--- src/rtl/therm_dac_pkg.sv ---
`default_nettype none
// +--------------------------------------------------------------------------+
// | Module   : therm_dac_pkg                                                 |
// | Purpose  : Shared constants, FSM state type and level saturation helper  |
// |            for the binary-to-thermometer DAC driver.                     |
// | Revision : 1.0 - initial release                                         |
// +--------------------------------------------------------------------------+
package therm_dac_pkg;

  localparam int NBITS   = 4;
  localparam int NLEVELS = (1 << NBITS) - 1;
  localparam int CNT_W   = 8;

  // Upper bound of a legal level, at the signed width used for step arithmetic.
  localparam logic signed [NBITS+1:0] LEVEL_MAX_S = (NBITS + 2)'(NLEVELS);

  typedef enum logic [1:0] {
    IDLE   = 2'd0,
    SLEW   = 2'd1,
    SETTLE = 2'd2
  } state_t;

  // Clamp a signed intermediate level into 0..NLEVELS.
  function automatic logic [NBITS-1:0] sat_level(input logic signed [NBITS+1:0] v);
    logic [NBITS-1:0] r;
    if (v[NBITS+1]) begin
      r = '0;
    end else if (v > LEVEL_MAX_S) begin
      r = NBITS'(NLEVELS);
    end else begin
      r = v[NBITS-1:0];
    end
    return r;
  endfunction

endpackage : therm_dac_pkg
`default_nettype wire

--- src/rtl/bin2therm.sv ---
`default_nettype none
// +--------------------------------------------------------------------------+
// | Module   : bin2therm                                                     |
// | Purpose  : Combinational binary to thermometer decoder.                  |
// |            therm[i] = (val > i).                                         |
// | Ports    : val   - binary value, NB bits                                 |
// |            therm - thermometer code, NL bits                             |
// | Revision : 1.0 - initial release                                         |
// +--------------------------------------------------------------------------+
module bin2therm #(
  parameter int NB = 4,
  parameter int NL = (1 << NB) - 1
) (
  input  logic [NB-1:0] val,
  output logic [NL-1:0] therm
);

  for (genvar i = 0; i < NL; i++) begin : g_bit
    localparam logic [NB-1:0] IDX = NB'(i);
    assign therm[i] = (val > IDX);
  end

endmodule : bin2therm
`default_nettype wire

--- src/rtl/therm_dac_driver.sv ---
`default_nettype none
// +--------------------------------------------------------------------------+
// | Module   : therm_dac_driver                                              |
// | Purpose  : Accepts binary codes over valid/ready and drives a slew-      |
// |            limited thermometer bus to a unary current-steering DAC,      |
// |            followed by a settle window and a one-cycle settled pulse.    |
// | Ports    : clk        - clock, rising edge                               |
// |            rst        - synchronous active-high reset                    |
// |            code_valid - a code is offered                                |
// |            code       - target binary code 0..NLEVELS                    |
// |            code_ready - code accepted this cycle (IDLE and not in reset) |
// |            therm      - registered thermometer bus                       |
// |            level      - registered binary level (popcount of therm)      |
// |            busy       - state is not IDLE                                |
// |            settled    - one-cycle pulse after the settle window          |
// | Revision : 1.0 - initial release                                         |
// +--------------------------------------------------------------------------+
module therm_dac_driver
  import therm_dac_pkg::*;
#(
  parameter int STEP          = 1,   // 1..NLEVELS
  parameter int SETTLE_CYCLES = 2    // 0..255
) (
  input  logic               clk,
  input  logic               rst,
  input  logic               code_valid,
  input  logic [NBITS-1:0]   code,
  output logic               code_ready,
  output logic [NLEVELS-1:0] therm,
  output logic [NBITS-1:0]   level,
  output logic               busy,
  output logic               settled
);

  localparam logic [NBITS:0]   STEP_V   = (NBITS + 1)'(STEP);
  localparam logic [CNT_W-1:0] SETTLE_V = CNT_W'(SETTLE_CYCLES);

  state_t             state;
  logic [NBITS-1:0]   target;
  logic [CNT_W-1:0]   count;

  logic signed [NBITS:0]   diff;
  logic [NBITS:0]          mag;
  logic [NBITS:0]          step_amt;
  logic signed [NBITS+1:0] stepped;
  logic [NBITS-1:0]        level_nxt;
  logic [NLEVELS-1:0]      therm_nxt;

  // Step toward target by min(STEP, |target-level|); the clamp removes any
  // possibility of overshoot, saturation guards the representable range.
  always_comb begin
    diff     = $signed({1'b0, target}) - $signed({1'b0, level});
    mag      = diff[NBITS] ? $unsigned(-diff) : $unsigned(diff);
    step_amt = (mag < STEP_V) ? mag : STEP_V;
    if (diff[NBITS]) begin
      stepped = $signed({2'b00, level}) - $signed({1'b0, step_amt});
    end else begin
      stepped = $signed({2'b00, level}) + $signed({1'b0, step_amt});
    end
    level_nxt = (state == SLEW) ? sat_level(stepped) : level;
  end

  // therm is registered from the decode of the next level so that therm and
  // level always change on the same edge.
  bin2therm #(
    .NB (NBITS),
    .NL (NLEVELS)
  ) u_dec (
    .val   (level_nxt),
    .therm (therm_nxt)
  );

  assign code_ready = (state == IDLE) && !rst;
  assign busy       = (state != IDLE);

  always_ff @(posedge clk) begin
    if (rst) begin
      state   <= IDLE;
      level   <= '0;
      therm   <= '0;
      target  <= '0;
      count   <= '0;
      settled <= 1'b0;
    end else begin
      settled <= 1'b0;
      level   <= level_nxt;
      therm   <= therm_nxt;
      case (state)
        IDLE: begin
          if (code_valid && code_ready) begin
            target <= code;
            if (code != level) begin
              state <= SLEW;
            end else begin
              state <= SETTLE;
              count <= SETTLE_V;
            end
          end
        end
        SLEW: begin
          if (level_nxt == target) begin
            state <= SETTLE;
            count <= SETTLE_V;
          end
        end
        SETTLE: begin
          if (count != '0) begin
            count <= count - 1'b1;
          end else begin
            state   <= IDLE;
            settled <= 1'b1;
          end
        end
        default: state <= IDLE;
      endcase
    end
  end

endmodule : therm_dac_driver
`default_nettype wire

--- config.mk ---
export PLATFORM = sky130hd
export DESIGN_NAME = therm_dac_driver
export DESIGN_NICKNAME = d
export VERILOG_FILES = /design/src/rtl/therm_dac_pkg.sv /design/src/rtl/bin2therm.sv /design/src/rtl/therm_dac_driver.sv
export SDC_FILE = /design/constraint.sdc
export NUM_CORES = 1
export LEC_CHECK = 0
export ABC_AREA = 1
export ABC_CLOCK_PERIOD_IN_PS = 4300
export CORE_MARGIN = 10
export CORE_UTILIZATION = 25
export DETAILED_ROUTE_END_ITERATION = 6
export HOLD_SLACK_MARGIN = 0.15
export PLACE_DENSITY = 0.5
export RECOVER_POWER = 100
export SLEW_MARGIN = 20
export SYNTH_ARGS = -nofsm -noshare
export SYNTH_HDL_FRONTEND = slang
export SYNTH_HIERARCHICAL = 1
export SYNTH_SLANG_ARGS = --single-unit
--- constraint.sdc ---
create_clock -name clk -period 4.3 [get_ports clk]
set_input_delay 1.29 -clock clk [delete_from_list [all_inputs] [get_ports clk]]
set_output_delay 1.29 -clock clk [all_outputs]
set_load 0.005 [all_outputs]
## After elaboration in Yosys (flattened, before gate mapping)

Cells that the tools add are included.
W data, S select, Z words.

- Flip-flop bits (word level): 34
- Output and inout bits: 22
- Logic and storage cells: 66

- Add/sub/neg operators: 5
- Order comparisons: 17
- Equal/unequal tests: 9
- Multiplexer cells: 17
- Bitwise gates (word level): 1
- Reductions and logical operators: 11

Operator list:

| kind | number |
|---|---|
| $mux W8 | 4 |
| $gt A4 B4 Y1 const B | 7 |
| $pmux W8 S3 | 1 |
| $gt A4 B3 Y1 const B | 4 |
| $mux W4 | 3 |
| $mux W5 | 2 |
| $gt A4 B1 Y1 const B | 2 |
| $gt A4 B2 Y1 const B | 2 |
| $mux W2 | 4 |
| $reduce_bool A8 Y1 | 1 |
| $sub A8 B1 Y8 const B | 1 |
| $add A4 B5 Y6 | 1 |
| $gt A6 B5 Y1 const B | 1 |
| $mux W6 | 1 |
| $ne A2 B2 Y1 const B | 3 |
| $pmux W2 S3 | 1 |
| $sub A4 B5 Y6 | 1 |
| $lt A5 B1 Y1 const B | 1 |
| $neg A5 Y5 | 1 |
| $reduce_and A5 Y1 | 1 |
| $sub A4 B4 Y5 | 1 |
| $eq A4 B4 Y1 | 1 |
| $ne A2 B1 Y1 const B | 2 |
| $ne A4 B4 Y1 | 1 |
| 12 further kinds | 13 |

## Depth between registers and ports, before layout

Gate-level depths: netlist of the first run.

- Word-level depth: 14
- Gate-level depth with buffers: 36
- Gate-level depth less buffers: 36

## By module

Netlist of the first run, hierarchy kept.

Modules (own cells, without submodules):

| module | times used | cells an instance | area an instance (um2) |
|---|---|---|---|
| therm_dac_driver | 1 | 290 | 2,044.5 |
| bin2therm | 1 | 26 | 115.1 |

## Least setup slack after synthesis of the first run

No wires, ideal clock.

- Path type: reg2reg
- Start point: reg target[0]
- End point: reg count[1]
- Library setup time: 0.125 ns
- Arrival time: 3.785 ns
- Required time: 4.175 ns
- Slack: 0.390 ns
- Stages on the path, launching flop included: 30
- Buffers on the path: 0
- Path through: dfxtp_1 inv_1 ha_1 fa_1 ha_1 inv_1 a21oi_1 nand2_1 nor2_1 nor2_2 nand2_4 inv_1 ha_1 nand2_1 fa_1 a21oi_1 o21ai_0 xor2_1 o211ai_1 nand2_1 nand2_2 nand2_1 nand2_1 nor2_2 nand2_2 nand2_4 nand2_4 nand2_2 nand2_2 nor2_2

- Word-level cells in the longest chain between the ends: 14

RTL lines:

| what | RTL line | RTL |
|---|---|---|
| from (decl) | therm_dac_driver.sv:39 | `logic [NBITS-1:0] target;` |
| from (signal assigned) | therm_dac_driver.sv:91 | `target <= code;` |
| $sub A4 B4 Y5 | therm_dac_driver.sv:52 | `diff = $signed({1'b0, target}) - $signed({1'b0, level});` |
| $neg A5 Y5 | therm_dac_driver.sv:53 | `mag = diff[NBITS] ? $unsigned(-diff) : $unsigned(diff);` |
| $mux W5 | therm_dac_driver.sv:53 |  |
| $lt A5 B1 Y1 | therm_dac_driver.sv:54 | `step_amt = (mag < STEP_V) ? mag : STEP_V;` |
| $mux W5 | therm_dac_driver.sv:54 |  |
| $add A4 B5 Y6 or $sub A4 B5 Y6 (tied branches) | therm_dac_driver.sv:58, therm_dac_driver.sv:56 |  |
| $mux W6 | therm_dac_driver.sv:55 | `if (diff[NBITS]) begin` |
| $gt A6 B5 Y1 | therm_dac_pkg.sv:28 | `end else if (v > LEVEL_MAX_S) begin` |
| $mux W4 | therm_dac_pkg.sv:28 |  |
| $mux W4 | therm_dac_pkg.sv:26 | `if (v[NBITS+1]) begin` |
| $mux W4 | therm_dac_driver.sv:60 | `level_nxt = (state == SLEW) ? sat_level(stepped) : level;` |
| $eq A4 B4 Y1 (*) | therm_dac_driver.sv:101 | `if (level_nxt == target) begin` |
| $ne A2 B1 Y1 (no source line) (*) | - |  |
| $reduce_and A5 Y1 (no source line) (*) | - |  |
| to (signal assigned) | therm_dac_driver.sv:108 | `count <= count - 1'b1;` |
| to (decl) | therm_dac_driver.sv:40 | `logic [CNT_W-1:0] count;` |

Every way passes the cells marked *; elsewhere a longest branch is shown, timed or not.
A chain may end at the register's enable or synchronous reset.

## Final worst setup path of the first run

- Start point: reg target[0]
- End point: reg count[4]

Same word-level chain as after synthesis.

==> results.py, run 1 <==
metrics = {
    "synthesis": {
        "synth_seq_area_share_pct": 31.5,
        "synth-seq-cells": 34,
        "avgSynthCellArea_um2": 6.83,
        "ys_warn_count": 6,
        "synth_top_cell_by_area": "dfxtp_1",
        "postSynthNetCount": 337,
        "synthesis.instances": 316,
        "synth_area_leaders": "dfxtp_1 32%, nand2_1 11%, inv_1 9.7%",
        "netlist_area_um2": 2160,
        "synth_cell_types": 29,
        "synthDominantCellAreaShare_pct": 31.5,
    },
    "place": {
        "globalplace.congestion": 0.814,
        "place_hpwl_mm": 3.96,
        "portBuffers": 28,
        "pre_cts_ws_ns": -0.0905,
    },
    "timing": {
        "setup_tns_ns": 0,
        "slew_headroom_pct": 41.9,
        "setup_violations": 0,
        "worst_pin_slew_ns": 0.869,
        "rsz0062_at_grt": "true",
        "timing.fmax_ghz": 0.242,
        "hold_viol": 0,
        "timing.final.ws_setup_ns": 0.167,
        "slew_violations": 0,
        "min_period_ns": 4.13,
        "fin_skew_ns": 0.00542,
        "min_period_over_period_pct": 96.1,
    },
    "die": {
        "dieHeight_um": 113,
        "ioPinCount": 29,
        "design.core.area_um2": 8300,
        "die_area_um2": 12800,
        "rows": 33,
        "die_x_um": 113,
        "start_util_pct": 26.0,
    },
    "layout": {
        "layout_common_cells": "58 x nand2_1, 49 x inv_1, 40 x nor2_1",
        "mostFrequentLayoutCell": "nand2_1",
        "fill_cells": 898,
        "areaGrowthSynthToFinish_pct": 35.2,
        "nNetsFinal": 382,
        "multi_input_area_um2": 1390,
        "insertedDiodeCount": 0,
        "drive_above_1_share_pct": 23.0,
        "final-seq-area_um2": 683,
    },
    "setup_path": {
        "cp.arrival_ns": 4.30,
        "cp_common_cell": "nand2_1",
        "worst_ep_required_time_ns": 4.47,
        "cp_slowest_cell": "fa_1",
        "critical_path_class": "register to register",
        "worst_setup_path_end_kind": "register",
        "cp-start-kind": "register",
        "slowest_delay_ns": 0.56,
        "cp_max_fo": 6,
        "ff2ff_path_depth": 29,
    },
    "clock_tree": {
        "htreeDepth": 2,
        "clock-sinks": 34,
        "cts_tree": "done",
        "path_clk_slew_ns": 0.07,
        "cts_buffers": 5,
        "root_buffer": "clkbuf_8",
        "cts_hold_buf": 0,
        "worstSkewPairLatency_ns": 0.29,
        "cts_buffer_depth": 2,
    },
    "grt": {
        "grt_max_degree": 31,
        "gr-total-overflow": 0,
        "grt_antenna_before_repair": 0,
        "grt_pass1_wl_mm": 8.53,
        "grt_usage_pct": 8.04,
        "grt_pass1_vias": 1796,
    },
    "routing": {
        "wire_per_inst_um": 11.3,
        "vias": 2013,
        "post_drt_via_cell_ratio": 4.32,
        "drc": 0,
        "drt-initial-drc-count": 63,
        "ant_nets": 0,
        "wl_mm": 5.27,
        "drt_pass1_iterations": 4,
    },
    "run": {
        "drv_cap": 0,
    },
    "run_status": {
        "status": "finished clean",
    },
    "hold_path": {
        "whs_path_depth": 2,
        "hp-class": "register to register",
    },
}
## registers in the layout, summed over array words and instances (netlist names)
name and flops:
therm 15, count 8, settled 1, state 2
target 4, level 4
## worst max-delay path: cells and delay by family (launching register included)
kind                     cells  cell delay [ns]
buffers and inverters        4             0.20
adder cells (fa/ha/maj)      5             1.55
AND/OR/NAND/NOR             14             1.13
XOR/XNOR                     1             0.20
AO/OA/AOI/OAI                5             0.60
flip-flops                   1             0.34
## routing by layer
metal | GRT usage [%] | vias up | share of wire (%)
met4 | 2.54 | 0 | 1.2
met3 | 3.33 | 7 | 5.9
met5 | 0 | - | 0
li1 | - | 1064 | -
met1 | 10.6 | 907 | 49
met2 | 11.6 | 35 | 44
## metrics by stage
stage               instances  utilization [%]  cell area (µm²)  hold WS [ns]
CTS                       459             32.8             2720         0.491
finish                    466             35.2             2920         0.490
floorplan                 316                -             2160         0.450
global route              466             35.2             2920         0.512
detailed placement        451             31.2             2590         0.480
global placement          451             31.2             2590         0.480
## cells in the mapped netlist, drive strengths merged
cell    count
o21ai       8
xnor2       2
and3        1
o41ai       1
o211ai      4
buf         1
clkbuf      4
conb        1
a21oi      17
fa          2
nor2       44
xor2       10
inv        58
nand2      83
and2        1
nand3      29
nor3        2
ha         12
nor4        1
dfxtp      34
or3         1
## worst paths after layout
kind	startpoint	endpoint	slack [ns]
min reg2reg	count[0]$_SDFFE_PP0P_	count[0]$_SDFFE_PP0P_	0.49
max reg2reg	target[0]$_SDFFE_PP0P_	count[4]$_SDFFE_PP0P_	0.17
max	target[0]$_SDFFE_PP0P_	count[4]$_SDFFE_PP0P_	0.17
min	count[0]$_SDFFE_PP0P_	count[0]$_SDFFE_PP0P_	0.49
## cell families after synthesis
group / count (synthesis) / share of synthesized area, %
and+or+nand+nor: 162 / 34.9
buffers and inverters: 63 / 11.8
DFF: 34 / 31.5
AOI/OAI and AO/OA: 30 / 7.94
adders and majority gates: 14 / 8.81
xor gates and xnor gates: 12 / 4.87
other: 1 / 0.174
## timing repair
item / 4_1_cts / 5_1_grt
buffers inserted: 1 / 5
cloned: 0 / 2
gates resized for setup: 2 / 40
pin swaps: 1 / 21
setup endpoints to repair: 10 / 24
## final cells by class
class                      instances  area share (%)
clock buffer                       6            2.83
clock inverter                     1            1.03
inverter                          58            7.46
multi-input combinational        221            47.7
sequential                        34            23.4
tap                              105            4.50
timing repair buffer              41            13.1
Power of run 1 is left out: the tool's default activity adds up to more than one toggle a clock period on the data nets, which glitch-free logic cannot reach.
==> run 2: changes to the inputs <==
Settings changed: SETUP_SLACK_MARGIN set to 0.3.
==> results.py, run 2 (synthesis gave the netlist of run 1 again) <==
metrics = {
    "clock_tree": {
        "path_clk_slew_ns": 0.07,
        "clock-sinks": 34,
        "cts_buffers": 5,
        "cts_tree": "done",
        "cts_buffer_depth": 2,
        "cts_hold_buf": 0,
        "root_buffer": "clkbuf_8",
        "htreeDepth": 2,
        "worstSkewPairLatency_ns": 0.29,
    },
    "timing": {
        "timing.fmax_ghz": 0.245,
        "hold_viol": 0,
        "min_period_ns": 4.07,
        "slew_violations": 0,
        "min_period_over_period_pct": 94.8,
        "worst_pin_slew_ns": 0.697,
        "setup_violations": 0,
        "slew_headroom_pct": 53.4,
        "rsz0062_at_grt": "true",
        "fin_skew_ns": 0.00645,
    },
    "grt": {
        "grt_pass1_vias": 1881,
        "gr-total-overflow": 0,
        "grt_usage_pct": 8.51,
        "grt_antenna_before_repair": 0,
        "grt_pass1_wl_mm": 9.00,
        "grt_max_degree": 31,
    },
    "layout": {
        "final-seq-area_um2": 687,
        "insertedDiodeCount": 0,
        "nNetsFinal": 388,
        "largest_register_ff_count": 15,
        "areaGrowthSynthToFinish_pct": 38.5,
        "regMostFlops": "therm",
        "multi_input_area_um2": 1400,
        "reg.largest.list": "therm: 15 flops, count: 8 flops",
        "fill_cells": 885,
        "postLayoutCoreUtil_pct": 36.0,
        "layout_common_cells": "59 x nand2_1, 45 x inv_1, 39 x nor2_1",
        "drive_above_1_share_pct": 26.2,
        "mostFrequentLayoutCell": "nand2_1",
    },
    "routing": {
        "dr_wl_met2_mm": 2.33,
        "wl_mm": 5.38,
        "vias": 2023,
        "wire_per_inst_um": 11.4,
        "post_drt_via_cell_ratio": 4.29,
        "wl_met1_mm": 2.71,
        "met3_length_um": 255,
        "drt-initial-drc-count": 55,
        "ant_nets": 0,
        "drc": 0,
        "highest_layer": "met4",
        "drt_pass1_iterations": 4,
    },
    "setup_path": {
        "slowest_delay_ns": 0.50,
        "worst_ep_required_time_ns": 4.47,
        "cp-start-kind": "register",
        "worst_setup_path_end_kind": "register",
        "reg2reg_from": "target[0]$_SDFFE_PP0P_",
        "r2r-end": "count[6]$_SDFFE_PP0P_",
        "ff2ff_path_depth": 29,
        "critical_path_class": "register to register",
        "cp_slowest_cell": "fa_1",
        "rrSetupSlack_ns": 0.23,
        "cp_common_cell": "nand2_1",
        "cp_max_fo": 6,
        "cp.arrival_ns": 4.24,
    },
    "hold_path": {
        "whs_path_depth": 2,
        "holdCritStartpoint": "count[0]$_SDFFE_PP0P_",
        "hp-class": "register to register",
        "holdPathEnd": "count[0]$_SDFFE_PP0P_",
    },
    "run_status": {
        "status": "finished clean",
    },
    "die": {
        "design.core.area_um2": 8300,
        "die_x_um": 113,
        "ioPinCount": 29,
        "dieHeight_um": 113,
        "rows": 33,
        "start_util_pct": 26.0,
        "die_area_um2": 12800,
    },
    "place": {
        "portBuffers": 28,
        "globalplace.congestion": 0.814,
        "place_hpwl_mm": 3.96,
    },
    "run": {
        "drv_cap": 0,
    },
}
==> run 2: how the worst max path moves through the flow <==
stage	from	to	slack, ns	cells past startpoint
2_1_floorplan	target[0]$_SDFFE_PP0P_	count[1]$_SDFFE_PP0P_	0.39	29
3_3_place_gp	level[0]$_SDFF_PP0_	count[4]$_SDFFE_PP0P_	-0.05	33
3_5_place_dp	target[0]$_SDFFE_PP0P_	count[4]$_SDFFE_PP0P_	-0.09	34
4_1_cts	target[0]$_SDFFE_PP0P_	count[5]$_SDFFE_PP0P_	0.23	29
5_1_grt	target[0]$_SDFFE_PP0P_	count[7]$_SDFFE_PP0P_	-0.02	28
6_report	target[0]$_SDFFE_PP0P_	count[6]$_SDFFE_PP0P_	0.23	29
==> run 2: per-layer routing <==
metal  global-route usage, %  vias to the layer above
met1                    10.9                      911
met3                    3.22                        8
li1                        -                     1073
met5                       0                        -
met4                    3.05                        0
met2                    12.6                       31
==> run 2: metrics by stage <==
step,worst slack [ns],instance area [µm²],hold slack [ns],setup TNS (ns),std cells
floorplan,0.390,2160,0.450,0,316
global placement,-0.0520,2590,0.480,-0.337,451
detailed placement,-0.0905,2590,0.480,-0.676,451
CTS,0.226,2860,0.489,0,467
global route,-0.0215,2990,0.512,-0.0857,472
finish,0.225,2990,0.492,0,472
==> run 2: critical path: cells and delay by family, from the launching register on <==
family,cells,cell delay (ns)
adders and majority gates,5,1.47
and+or+nand+nor,14,1.20
AOI/OAI and AO/OA,5,0.59
DFF,1,0.34
buffers and inverters,4,0.20
xor gates and xnor gates,1,0.16
==> run 2: area by class of cell <==
| cell class | count | area share (%) |
|---|---|---|
| Clock buffer | 6 | 2.76 |
| Clock inverter | 1 | 1.00 |
| Inverter | 58 | 7.78 |
| Multi-Input combinational cell | 221 | 46.8 |
| Sequential cell | 34 | 23.0 |
| Tap cell | 105 | 4.39 |
| Timing Repair Buffer | 47 | 14.3 |
==> run 2: what timing repair did <==
action                                  CTS  global route
endpoints found under the setup margin   24            24
gates resized for setup                  25            37
cloned                                    2             0
pin swaps                                23            31
setup buffers                             7             5
hold endpoints to repair                  0             0
Power of run 2 is left out for the same reason.
